[config.mk]
export PLATFORM = sky130hd
export DESIGN_NAME = ifu_fetch
export DESIGN_NICKNAME = d
export VERILOG_FILES = /design/src/rtl/ifu_fetch_pkg.sv /design/src/rtl/ifu_timeout.sv /design/src/rtl/ifu_fetch.sv
export SDC_FILE = /design/constraint.sdc
export NUM_CORES = 1
export LEC_CHECK = 0
export CORE_MARGIN = 2
export CORE_UTILIZATION = 35
export CTS_CLUSTER_DIAMETER = 120
export DETAILED_ROUTE_END_ITERATION = 10
export GPL_TIMING_DRIVEN = 0
export RECOVER_POWER = 50
export SLEW_MARGIN = 10
export SYNTH_ARGS = -nofsm -noshare
export SYNTH_HDL_FRONTEND = slang
export SYNTH_HIERARCHICAL = 1
export SYNTH_SLANG_ARGS = --single-unit
[constraint.sdc]
create_clock -name clk -period 3.4 [get_ports clk]
set_clock_uncertainty 0.1 [all_clocks]
set_input_delay 0.34 -clock clk [delete_from_list [all_inputs] [get_ports clk]]
set_output_delay 0.34 -clock clk [all_outputs]
set_load 0.02 [all_outputs]
[src/rtl/ifu_fetch_pkg.sv]
// Shared types and constants for the instruction fetch unit.
package ifu_fetch_pkg;

    localparam int unsigned XLEN  = 32;
    localparam int unsigned FC_W  = 2;
    localparam int unsigned TMO_W = 16;

    localparam logic [XLEN-1:0] RESET_PC_DEF = 32'h8000_0000;

    typedef enum logic [2:0] {
        IDLE  = 3'd0,
        FETCH = 3'd1,
        WAIT  = 3'd2,
        VALID = 3'd3,
        EXEC  = 3'd4,
        FAULT = 3'd5
    } ifu_state_e;

    localparam logic [FC_W-1:0] FC_NONE     = 2'd0;
    localparam logic [FC_W-1:0] FC_BUSERR   = 2'd1;
    localparam logic [FC_W-1:0] FC_TIMEOUT  = 2'd2;
    localparam logic [FC_W-1:0] FC_MISALIGN = 2'd3;

    typedef struct packed {
        logic [FC_W-1:0] cause;
        logic [XLEN-1:0] pc;
    } fault_info_t;

    function automatic logic is_misaligned(input logic [1:0] low_bits);
        return low_bits != 2'b00;
    endfunction

endpackage

[src/rtl/ifu_timeout.sv]
// Clearable response-wait counter; flags expiry once TIMEOUT-1 is reached.
module ifu_timeout
    import ifu_fetch_pkg::*;
#(
    parameter int unsigned TIMEOUT = 255
) (
    input  logic i_clk,
    input  logic i_rst_n,
    input  logic i_clr,
    input  logic i_inc,
    output logic o_expired_c
);

    localparam logic [TMO_W-1:0] LAST = TMO_W'(TIMEOUT - 1);

    logic [TMO_W-1:0] r_cnt;

    // Holds at the terminal value so the flag cannot wrap away.
    always_ff @(posedge i_clk or negedge i_rst_n) begin
        if (!i_rst_n) begin
            r_cnt <= '0;
        end else if (i_clr) begin
            r_cnt <= '0;
        end else if (i_inc && !o_expired_c) begin
            r_cnt <= r_cnt + TMO_W'(1);
        end
    end

    assign o_expired_c = (r_cnt == LAST);

endmodule

[src/rtl/ifu_fetch.sv]
// Multi-cycle instruction fetch: one outstanding memory request, buffered
// instruction to the decoder, next PC supplied by commit, sticky faults.
module ifu_fetch
    import ifu_fetch_pkg::*;
#(
    parameter logic [XLEN-1:0] RESET_PC = RESET_PC_DEF,
    parameter int unsigned     TIMEOUT  = 255
) (
    input  logic            clk,
    input  logic            rst,
    output logic            req_valid,
    input  logic            req_ready,
    output logic [XLEN-1:0] req_addr,
    input  logic            rsp_valid,
    input  logic [XLEN-1:0] rsp_data,
    input  logic            rsp_err,
    output logic            inst_valid,
    input  logic            inst_ready,
    output logic [XLEN-1:0] inst,
    output logic [XLEN-1:0] inst_pc,
    input  logic            commit_valid,
    input  logic [XLEN-1:0] commit_next_pc,
    output logic            fault,
    output logic [FC_W-1:0] fault_cause,
    output logic [XLEN-1:0] fault_pc,
    output logic [XLEN-1:0] fetch_count
);

    ifu_state_e      r_state;
    ifu_state_e      w_state_nxt;
    logic [XLEN-1:0] r_pc;
    logic [XLEN-1:0] r_inst;
    logic [XLEN-1:0] r_inst_pc;
    logic [XLEN-1:0] r_fetch_count;
    logic            r_req_valid;
    logic            r_inst_valid;
    logic            r_fault;
    fault_info_t     r_fault_info;
    fault_info_t     w_fault_nxt;
    logic            w_tmo_clr;
    logic            w_tmo_inc;
    logic            w_tmo_expired;
    logic            w_load_fault;
    logic            w_load_inst;
    logic            w_load_pc;
    logic            w_accept;

    ifu_timeout #(
        .TIMEOUT (TIMEOUT)
    ) u_timeout (
        .i_clk       (clk),
        .i_rst_n     (rst),
        .i_clr       (w_tmo_clr),
        .i_inc       (w_tmo_inc),
        .o_expired_c (w_tmo_expired)
    );

    always_ff @(posedge clk or negedge rst) begin
        if (!rst) begin
            r_state <= IDLE;
        end else begin
            r_state <= w_state_nxt;
        end
    end

    // A response in the expiry cycle takes priority over the timeout.
    always_comb begin
        w_state_nxt  = r_state;
        w_tmo_clr    = 1'b0;
        w_tmo_inc    = 1'b0;
        w_load_fault = 1'b0;
        w_load_inst  = 1'b0;
        w_load_pc    = 1'b0;
        w_accept     = 1'b0;
        w_fault_nxt  = '{cause: FC_NONE, pc: r_pc};
        unique case (r_state)
            IDLE: begin
                w_state_nxt = FETCH;
            end
            FETCH: begin
                if (req_ready) begin
                    w_state_nxt = WAIT;
                    w_tmo_clr   = 1'b1;
                end
            end
            WAIT: begin
                if (rsp_valid) begin
                    if (rsp_err) begin
                        w_state_nxt       = FAULT;
                        w_load_fault      = 1'b1;
                        w_fault_nxt.cause = FC_BUSERR;
                    end else begin
                        w_state_nxt = VALID;
                        w_load_inst = 1'b1;
                    end
                end else if (w_tmo_expired) begin
                    w_state_nxt       = FAULT;
                    w_load_fault      = 1'b1;
                    w_fault_nxt.cause = FC_TIMEOUT;
                end else begin
                    w_tmo_inc = 1'b1;
                end
            end
            VALID: begin
                if (inst_ready) begin
                    w_state_nxt = EXEC;
                    w_accept    = 1'b1;
                end
            end
            EXEC: begin
                if (commit_valid) begin
                    w_load_pc = 1'b1;
                    if (is_misaligned(commit_next_pc[1:0])) begin
                        w_state_nxt  = FAULT;
                        w_load_fault = 1'b1;
                        w_fault_nxt  = '{cause: FC_MISALIGN, pc: commit_next_pc};
                    end else begin
                        w_state_nxt = FETCH;
                    end
                end
            end
            FAULT: begin
                w_state_nxt = FAULT;
            end
            default: begin
                w_state_nxt = IDLE;
            end
        endcase
    end

    // Handshake flags registered from the next state so they align with it.
    always_ff @(posedge clk or negedge rst) begin
        if (!rst) begin
            r_req_valid  <= 1'b0;
            r_inst_valid <= 1'b0;
        end else begin
            r_req_valid  <= (w_state_nxt == FETCH);
            r_inst_valid <= (w_state_nxt == VALID);
        end
    end

    always_ff @(posedge clk or negedge rst) begin
        if (!rst) begin
            r_pc          <= RESET_PC;
            r_inst        <= '0;
            r_inst_pc     <= '0;
            r_fetch_count <= '0;
        end else begin
            if (w_load_pc) begin
                r_pc <= commit_next_pc;
            end
            if (w_load_inst) begin
                r_inst    <= rsp_data;
                r_inst_pc <= r_pc;
            end
            if (w_accept) begin
                r_fetch_count <= r_fetch_count + XLEN'(1);
            end
        end
    end

    always_ff @(posedge clk or negedge rst) begin
        if (!rst) begin
            r_fault      <= 1'b0;
            r_fault_info <= '0;
        end else if (w_load_fault) begin
            r_fault      <= 1'b1;
            r_fault_info <= w_fault_nxt;
        end
    end

    assign req_valid   = r_req_valid;
    assign req_addr    = r_pc;
    assign inst_valid  = r_inst_valid;
    assign inst        = r_inst;
    assign inst_pc     = r_inst_pc;
    assign fault       = r_fault;
    assign fault_cause = r_fault_info.cause;
    assign fault_pc    = r_fault_info.pc;
    assign fetch_count = r_fetch_count;

endmodule

==> metrics.md <==
| Metric | Value |
|---|---|
| Post-synthesis net count | 685 |
| Hold depth | 1 |
| Hold Fails Final Rpt | 0 |
| Worst Reg-to-Reg Cells | 11 |
| Clock-pin slew on the worst setup and hold paths | 0.07 ns |
| Gr ovfl total | 0 |
| Post-CTS Setup Inserts | 0 |
| Post-route ant nets | 0 |
| Post_cts resized | 0 |
| Detailed Route WL | 20300 um |
| Largest net degree at the start of global routing | 101 |
| CP Buf/Inv Count | 4 |
| Worst vdd ir | 446 uV |
| Final period util | 92.1% |
| Worst slew pin tran | 2.14 ns |
| Synth Flop Type | dfrtp_1 |
| Initial antenna violation count | 0 |
| Core Area | 22000 um^2 |
| Fmax | 0.319 GHz |
| Slew headroom | -42.5% |
| Root buf cell | clkbuf_16 |
| Setup Slack @ Placement | 0.282 ns |
| Hold Crit Class | reg2reg |
| DIE AREA | 23700 um^2 |
| RSZ-0062 raised after global routing | false |
| CTS tree | built |
| Final setup margin | 0.269 ns |
| Vias/cell | 4.97 |
| Crit path max-delay cell type | or4_2 |
| Status | finished with violations |
| HPWL after detailed placement | 14700 um |
| Flops & latches, synth | 184 |
| Layout cell share with drive strength beyond 1 | 15.7% |
| H-Tree Depth | 4 |
| # IOs | 236 |
| Final Wtd Congestion | 0.800 |
| Synth Cell Area | 7880 um^2 |
| Synth cell types | 56 |
| Nets | 941 |
| R2r startpoint | u_timeout/r_cnt[0] |
| Leading post-synthesis cells by cell area | dfrtp_1 (58%), mux2_2 (8.3%), mux2_1 (5.3%) |
| Gr usage total | 17.5% |
| Min Clock Period, post-route | 3.13 ns |
| Area growth syn-to-layout | 41.5% |
| First-pass GRT wire length | 33000 um |
| Max-slew violations | 85 |
| Port buffer count | 235 |
| CP endpoint kind | flip-flop |
| N_diodes | 0 |
| # setup viols final | 0 |
| Critical Path Stages | 11 |
| CP cell instances | inv_1 -> ha_1 -> nand4b_1 -> or4_4 -> clkinv_4 -> buf_12 -> nor3b_1 -> clkbuf_1 -> nand3_1 -> or4_2 -> a21oi_2 |
| Vias in the first global route | 6111 |
| Family with the most delay on the worst path | simple AND/OR/NAND/NOR gates |
| Fin util | 50.8% |
| Drt initial violations | 236 |
| PwrDens | 814 nW/um^2 |
| DRC violations left | 0 |
| Die Span X | 154 um |
| Synth warn | 6 |
| Crit-path max FO | 14 |
| Max-Cap Viols | 1 |
| TNS Setup | 0 ns |
| Die Y | 154 um |
| Asr flop ratio synth | 100% |
| Placed insts | 1127 |
| Count leader, synth | dfrtp_1 |
| Clock Tree Buf Depth | 2 |
| Post-Layout Cell Count | 1160 |
| Violated checks | max-capacitance violations, max-slew violations |
| Min-delay src | fault |
| Kind of critical path | reg2reg |
| First-pass iteration count of the detailed router | 5 |
| Origin of the worst setup path | u_timeout/r_cnt[0] |
| Syn Inst Count | 611 |
| Slowest stage delay, CP | 0.58 ns |
| Num rows | 54 |
| Cts hold-fix bufs | 1 |
| Number of enable flip-flop cells after synthesis | 0 |
| Total via count in the routed design | 5767 |
| DR WL/cell | 17.5 um |
| Skew-Pair Late Insertion Delay | 0.43 ns |
| Static Leak | 0.00481 uW |
| Yosys top cell area share | 58.1% |
| Initial Util | 35.9% |
| Crit path required time | 3.65 ns |
| Sequential share of the synthesized area | 58.4% |
| Synth cell count leaders | dfrtp_1 (183), mux2_2 (58), nor2_1 (39) |
| CP Data Arrival Time | 3.38 ns |
| Num CTS Buffers | 17 |
| Clk sink count | 184 |
| Syn_area_per_cell | 12.9 um^2 |
| Synth area leader | dfrtp_1 |
| Crit start category | flip-flop |
where the power goes:
group | switching (uW) | internal (uW)
Combinational | 1870 | 1820
Sequential | 529 | 2980
Clock | 897 | 978
Total | 3290 | 5780
cell usage in the layout (no fill, tap or decap), types with 19 or more instances in the layout:
master           instances
mux2_2                  58
nor2_1                  39
xnor2_1                 26
nand3_1                 19
mux2i_1                 31
mux2_1                  37
a21oi_1                 35
clkdlybuf4s50_1        160
dfrtp_1                183
nand4_1                 19
dlygate4sd3_1           75
nand2_1                 25
worst register-to-register path, cell delays in order (launching register included):
cell and delay [ns]:
dfrtp_1 0.39, inv_1 0.09, ha_1 0.20, nand4b_1 0.08, or4_4 0.17, clkinv_4 0.09, buf_12 0.15, nor3b_1 0.50
clkbuf_1 0.40, nand3_1 0.16, or4_2 0.58, a21oi_2 0.15
worst paths after layout:
check                      slack (ns)                  to
max                              0.27  u_timeout/r_cnt[6]
min                              0.37               fault
max reg2reg                      0.27  u_timeout/r_cnt[6]
min reg2reg                      0.37               fault
max in group asynchronous        0.93        fault_pc[23]
min in group asynchronous        0.96      fault_cause[0]
layer usage:
metal  global-route usage [%]  wire length (um)  vias to the layer above
met4                     4.81               280                        0
met1                     21.6              8750                     2863
met2                     29.3              9840                      176
li1                         -                 -                     2712
met5                        0                 0                        -
met3                     5.98              1400                       16
cell families (layout without fill, tap and decap cells):
group | after synthesis | in the layout | share of synthesized area (%)
flip-flops | 184 | 184 | 58.4
AND/OR/NAND/NOR | 161 | 161 | 12.1
multiplexers | 126 | 126 | 17.5
AO/OA/AOI/OAI | 64 | 64 | 4.90
XOR/XNOR | 37 | 37 | 4.11
buffers and inverters | 36 | 305 | 2.44
adder cells (fa/ha/maj) | 3 | 3 | 0.476
layout make-up:
class,instances,area [um^2]
clock buffer,19,443
fill,1956,10800
sequential,184,4610
tap,280,350
multi-input combinational,391,3070
clock inverter,13,110
timing repair buffer,237,2380
inverter,7,31.3
buffer,29,161
state kept, by name, summed over array words and instances (netlist names):
signal           flops
fault                1
fetch_count         32
inst_pc             32
req_addr            32
inst_valid           1
u_timeout/r_cnt     16
req_valid            1
fault_cause          2
r_state              3
inst                32
fault_pc            32
through the flow:
step / total power (uW) / hold slack (ns) / cell area [um^2]
6_report: 9080 / 0.374 / 11200
5_1_grt: 9600 / 0.387 / 11200
4_1_cts: 9380 / 0.375 / 11200
3_5_place_dp: 7470 / 0.285 / 10600
3_3_place_gp: 7370 / 0.357 / 10600
2_1_floorplan: 5380 / -0.0556 / 7880
No activity file was read; power rests on OpenSTA's default activity.
